[config.mk]
export PLATFORM = sky130hd
export DESIGN_NAME = id_ex_pipe_reg
export DESIGN_NICKNAME = d
export VERILOG_FILES = /design/src/rtl/id_ex_pipe_reg.sv
export SDC_FILE = /design/constraint.sdc
export NUM_CORES = 1
export LEC_CHECK = 0
export CAP_MARGIN = 20
export CORE_AREA = 2 2 154 156
export CTS_BUF_LIST = sky130_fd_sc_hd__clkbuf_2
export DETAILED_ROUTE_END_ITERATION = 16
export DIE_AREA = 0 0 156 158
export PLACE_DENSITY = 0.8
export SETUP_SLACK_MARGIN = 0.2
export SLEW_MARGIN = 20
export SYNTH_ARGS = -nofsm -noshare
export SYNTH_HDL_FRONTEND = slang
export SYNTH_SLANG_ARGS = --single-unit
[constraint.sdc]
create_clock -name clk -period 1.04 [get_ports clk]
set_input_delay 0.104 -clock clk [delete_from_list [all_inputs] [get_ports clk]]
set_output_delay 0.104 -clock clk [all_outputs]
set_load 0.02 [all_outputs]
[src/rtl/id_ex_pipe_reg.sv]
// Decode-to-execute pipeline register with stall, flush and a per-slot valid bit.
// Define ID_EX_STATS_EN to add saturating bubble/stall counters with StatsClr.
module id_ex_pipe_reg #(
    parameter int XLEN = 32,
    parameter int REGW = 5
) (
    input  logic            clk,
    input  logic            rst_n,
    input  logic            StallE,
    input  logic            FlushE,
    input  logic            ValidD,
`ifdef ID_EX_STATS_EN
    input  logic            StatsClr,
    output logic [31:0]     BubbleCnt,
    output logic [31:0]     StallCnt,
`endif
    input  logic            RegWriteD,
    input  logic            MemWriteD,
    input  logic            JumpD,
    input  logic            BranchD,
    input  logic            ALUSrcD,
    input  logic            ALUSrcAD,
    input  logic            SumSrcD,
    input  logic [2:0]      ResultSrcD,
    input  logic [3:0]      ALUControlD,
    input  logic [1:0]      StoreSrcD,
    input  logic [2:0]      TypeBranchD,
    input  logic [2:0]      LoadPartD,
    input  logic [XLEN-1:0] RD1D,
    input  logic [XLEN-1:0] RD2D,
    input  logic [XLEN-1:0] PCD,
    input  logic [XLEN-1:0] ImmExtD,
    input  logic [XLEN-1:0] PCPlus4D,
    input  logic [REGW-1:0] Rs1D,
    input  logic [REGW-1:0] Rs2D,
    input  logic [REGW-1:0] RdD,
    output logic            RegWriteE,
    output logic            MemWriteE,
    output logic            JumpE,
    output logic            BranchE,
    output logic            ALUSrcE,
    output logic            ALUSrcAE,
    output logic            SumSrcE,
    output logic [2:0]      ResultSrcE,
    output logic [3:0]      ALUControlE,
    output logic [1:0]      StoreSrcE,
    output logic [2:0]      TypeBranchE,
    output logic [2:0]      LoadPartE,
    output logic [XLEN-1:0] RD1E,
    output logic [XLEN-1:0] RD2E,
    output logic [XLEN-1:0] PCE,
    output logic [XLEN-1:0] ImmExtE,
    output logic [XLEN-1:0] PCPlus4E,
    output logic [REGW-1:0] Rs1E,
    output logic [REGW-1:0] Rs2E,
    output logic [REGW-1:0] RdE,
    output logic            ValidE
);

    typedef struct packed {
        logic            valid;
        logic            regwrite;
        logic            memwrite;
        logic            jump;
        logic            branch;
        logic            alusrc;
        logic            alusrca;
        logic            sumsrc;
        logic [2:0]      resultsrc;
        logic [3:0]      alucontrol;
        logic [1:0]      storesrc;
        logic [2:0]      typebranch;
        logic [2:0]      loadpart;
        logic [XLEN-1:0] rd1;
        logic [XLEN-1:0] rd2;
        logic [XLEN-1:0] pc;
        logic [XLEN-1:0] immext;
        logic [XLEN-1:0] pcplus4;
        logic [REGW-1:0] rs1;
        logic [REGW-1:0] rs2;
        logic [REGW-1:0] rd;
    } slot_t;

    slot_t d_slot;
    slot_t e_q;
    logic  bubble;

    assign d_slot = '{
        valid:      1'b1,
        regwrite:   RegWriteD,
        memwrite:   MemWriteD,
        jump:       JumpD,
        branch:     BranchD,
        alusrc:     ALUSrcD,
        alusrca:    ALUSrcAD,
        sumsrc:     SumSrcD,
        resultsrc:  ResultSrcD,
        alucontrol: ALUControlD,
        storesrc:   StoreSrcD,
        typebranch: TypeBranchD,
        loadpart:   LoadPartD,
        rd1:        RD1D,
        rd2:        RD2D,
        pc:         PCD,
        immext:     ImmExtD,
        pcplus4:    PCPlus4D,
        rs1:        Rs1D,
        rs2:        Rs2D,
        rd:         RdD
    };

    // An invalid decode slot loads as an all-zero bubble so x control never reaches E.
    assign bubble = FlushE || (!StallE && !ValidD);

    always_ff @(posedge clk) begin
        if (!rst_n) begin
            e_q <= '0;
        end else if (bubble) begin
            e_q <= '0;
        end else if (!StallE) begin
            e_q <= d_slot;
        end
    end

    assign ValidE      = e_q.valid;
    assign RegWriteE   = e_q.regwrite;
    assign MemWriteE   = e_q.memwrite;
    assign JumpE       = e_q.jump;
    assign BranchE     = e_q.branch;
    assign ALUSrcE     = e_q.alusrc;
    assign ALUSrcAE    = e_q.alusrca;
    assign SumSrcE     = e_q.sumsrc;
    assign ResultSrcE  = e_q.resultsrc;
    assign ALUControlE = e_q.alucontrol;
    assign StoreSrcE   = e_q.storesrc;
    assign TypeBranchE = e_q.typebranch;
    assign LoadPartE   = e_q.loadpart;
    assign RD1E        = e_q.rd1;
    assign RD2E        = e_q.rd2;
    assign PCE         = e_q.pc;
    assign ImmExtE     = e_q.immext;
    assign PCPlus4E    = e_q.pcplus4;
    assign Rs1E        = e_q.rs1;
    assign Rs2E        = e_q.rs2;
    assign RdE         = e_q.rd;

`ifdef ID_EX_STATS_EN
    logic [31:0] bub_q;
    logic [31:0] stl_q;

    always_ff @(posedge clk) begin
        if (!rst_n || StatsClr) begin
            bub_q <= '0;
            stl_q <= '0;
        end else begin
            if (bubble && bub_q != 32'hFFFF_FFFF)
                bub_q <= bub_q + 32'd1;
            if (StallE && !FlushE && stl_q != 32'hFFFF_FFFF)
                stl_q <= stl_q + 32'd1;
        end
    end

    assign BubbleCnt = bub_q;
    assign StallCnt  = stl_q;
`endif

endmodule

==> flow_summary.yaml <==
outcome:
  status: "complete, but fails checks"
  failed_checks: "negative setup slack"
cells_and_area:
  layout-drive-gt1-share_pct: 34.7
  final_cell_mix: "199 x dlygate4sd3_1, 199 x clkdlybuf4s50_1, 199 x buf_6"
  fill_cells: 1548
  syn_to_final_growth_pct: 95.4
  fin_nets: 1705
  final_cells: 1810
clock_network:
  insertion_delay_ns: 0.77
  cts.path.max_buffers: 2
  clk_pin_slew_ns: 0.35
  htree_levels: 4
  tritoncts: "yes"
  clock_sinks: 198
  root_buffer: "clkbuf_2"
  numCtsBuffers: 17
detailed_routing:
  wl_met2_um: 16700
  wl_um: 32300
  dr_total_vias: 9065
  routedWlPerCell_um: 17.9
  avgViaCountPerCell: 5.01
  met1_length_um: 11900
  route.detailed.drc: 0
  dr.pass1.iters: 5
  drtAntennaViolNets: 0
  detail_route.iter0.violations: 563
  met3_length_um: 2120
  top_layer_used: "met4"
setup_path:
  critical_path.cell_chain: "buf_6"
  slowest_delay_ns: 0.45
  critPathTopFamily: "flip-flops"
  start_kind: "register"
  path_class: "reg -> out"
  path_buf_inv: 1
  critical_path_required_ns: 0.94
  path_max_fanout: 2
  worstPathArrival_ns: 1.35
  critPathSlowestCell: "dfxtp_2"
  critPathCaptureType: "output pin"
power_and_ir_drop:
  swShare_pct: 29.5
  power_switching_mw: 4.40
  power_density_nw_per_um2: 981
  finalPower_mw: 14.9
  p_leak_nw: 5.80
  pwr-share-clk_pct: 25.5
  intPower_mw: 10.5
  peakVddDrop_mv: 0.691
  p_comb_share_pct: 21.5
  sequentialPowerShare_pct: 53.0
placement:
  io_buffers: 399
  place_hpwl_um: 17700
  gp_congestion: 0.802
  dpl.cell_count: 1535
die:
  core_area_um2: 23100
  fp-row-count: 56
  fp.dieArea_um2: 24600
  die_w_um: 156
  die_y_um: 158
  initial_utilization_pct: 33.8
  io_pins: 400
global_routing:
  grt_usage_pct: 23.7
  grt_pass1_wl_um: 46500
  grt_max_degree: 52
  grt_pass1_vias: 9186
  antenna_found_initial: 4
  grt_overflow: 0
logic_synthesis:
  syn_avg_cell_area_um2: 8.85
  yosys_warnings: 0
  yosysTopAreaCellShare_pct: 50.9
  syn_area_um2: 7780
  synth_nets: 1082
  synth-seq-cells: 198
  syn_inst: 880
  synth-seq-area-share_pct: 50.9
  synth_area_leaders: "dfxtp_1 51%, nand3b_1 19%, a21oi_1 13%"
  synth_top_cell_by_area: "dfxtp_1"
  ys_types: 11
sta:
  report.final.setup_viol: 198
  period_minus_slack_ns: 1.45
  hold_viol: 0
  min_period_over_period_pct: 140
  slew_viol_final: 0
  rsz0062_at_grt: "true"
  timing.final.ws_setup_ns: -0.413
  maxClockFrequency_mhz: 688
  fin_worst_skew_ns: 0
  slew_headroom_pct: 71.5
  tightest_slew_ns: 0.428
job:
  maxCapViolCount: 0
min_path:
  hp-class: "in -> reg"
==> layer usage <==
layer  up-vias  track usage, %
met2       393            43.1
met5         -               0
met3       112            6.21
li1       4232               -
met1      4328            25.2
met4         0            12.8
==> power groups by stage <==
stage               Combinational [mW]  Clock [mW]  Sequential (mW)
CTS                               3.05        3.90             7.90
finish                            3.20        3.80             7.91
floorplan                        0.847           0             8.17
global placement                  2.35           0             7.98
global route                      3.35        4.23             7.93
detailed placement                2.37           0             7.98
==> worst paths after layout <==
path | from | slack [ns] | endpoint | depth (start not counted)
max | PCE[16] | -0.41 | PCE[16] | 1
min | rst_n | 0.13 | PCPlus4E[6] | 4
max reg2reg | PCE[16] | 0.11 | PCE[16] | 4
min reg2reg | StoreSrcE[0] | 0.47 | StoreSrcE[0] | 2
==> cell type report <==
| class | count | area (um2) | share of cell area, % |
|---|---|---|---|
| repair buffers | 692 | 7160 | 47.1 |
| multi-input cells | 594 | 3240 | 21.3 |
| diodes | 4 | 10.0 | 0.0658 |
| clock inverters | 14 | 138 | 0.905 |
| flip-flops and latches | 198 | 4210 | 27.7 |
| clock buffers | 18 | 90.1 | 0.592 |
| well taps | 290 | 363 | 2.39 |
==> Yosys cell counts <==
master / instances
a21oi_1: 197
buf_4: 7
nand3b_1: 197
nand2b_1: 1
mux2i_1: 1
nor2_1: 1
nand2_1: 197
clkbuf_1: 10
dfxtp_1: 198
buf_2: 47
buf_6: 24
==> logic make-up after synthesis <==
logic type | share of synthesized area, %
AOI/OAI and AO/OA | 12.7
and+or+nand+nor | 28.6
muxes | 0.129
buffers and inverters | 7.65
DFF | 50.9
==> per-stage QoR <==
stage,util [%],cell area (um2),hold WS [ns],worst slack [ns],setup TNS (ns)
after global placement,52.8,12200,0.435,-0.189,-31.21
after detailed placement,52.8,12200,0.437,-0.212,-33.49
final,66.0,15200,0.132,-0.413,-66.38
after global routing,66.0,15200,0.0259,-0.540,-93.82
after CTS,65.1,15000,0.0474,-0.482,-83.60
after floorplan,-,7780,0.265,0.232,0
==> registers in the layout, summed over array words and instances (netlist names) <==
signal / flops
TypeBranchE: 3
SumSrcE: 1
BranchE: 1
ALUSrcE: 1
RD2E: 32
Rs2E: 5
ImmExtE: 32
ALUControlE: 4
LoadPartE: 3
JumpE: 1
PCPlus4E: 32
ALUSrcAE: 1
Rs1E: 5
StoreSrcE: 2
MemWriteE: 1
PCE: 32
RdE: 5
ValidE: 1
RD1E: 32
RegWriteE: 1
ResultSrcE: 3
==> timing repair <==
action / CTS / global route
hold endpoints to repair: 198 / 0
gates resized for setup: 1381 / 3
endpoints found under the setup margin: 198 / 198
hold buffers: 199 / 0
buffers inserted: 16 / 24
pin swaps: 0 / 2
Note: power is estimated with default switching activity, not from simulation.
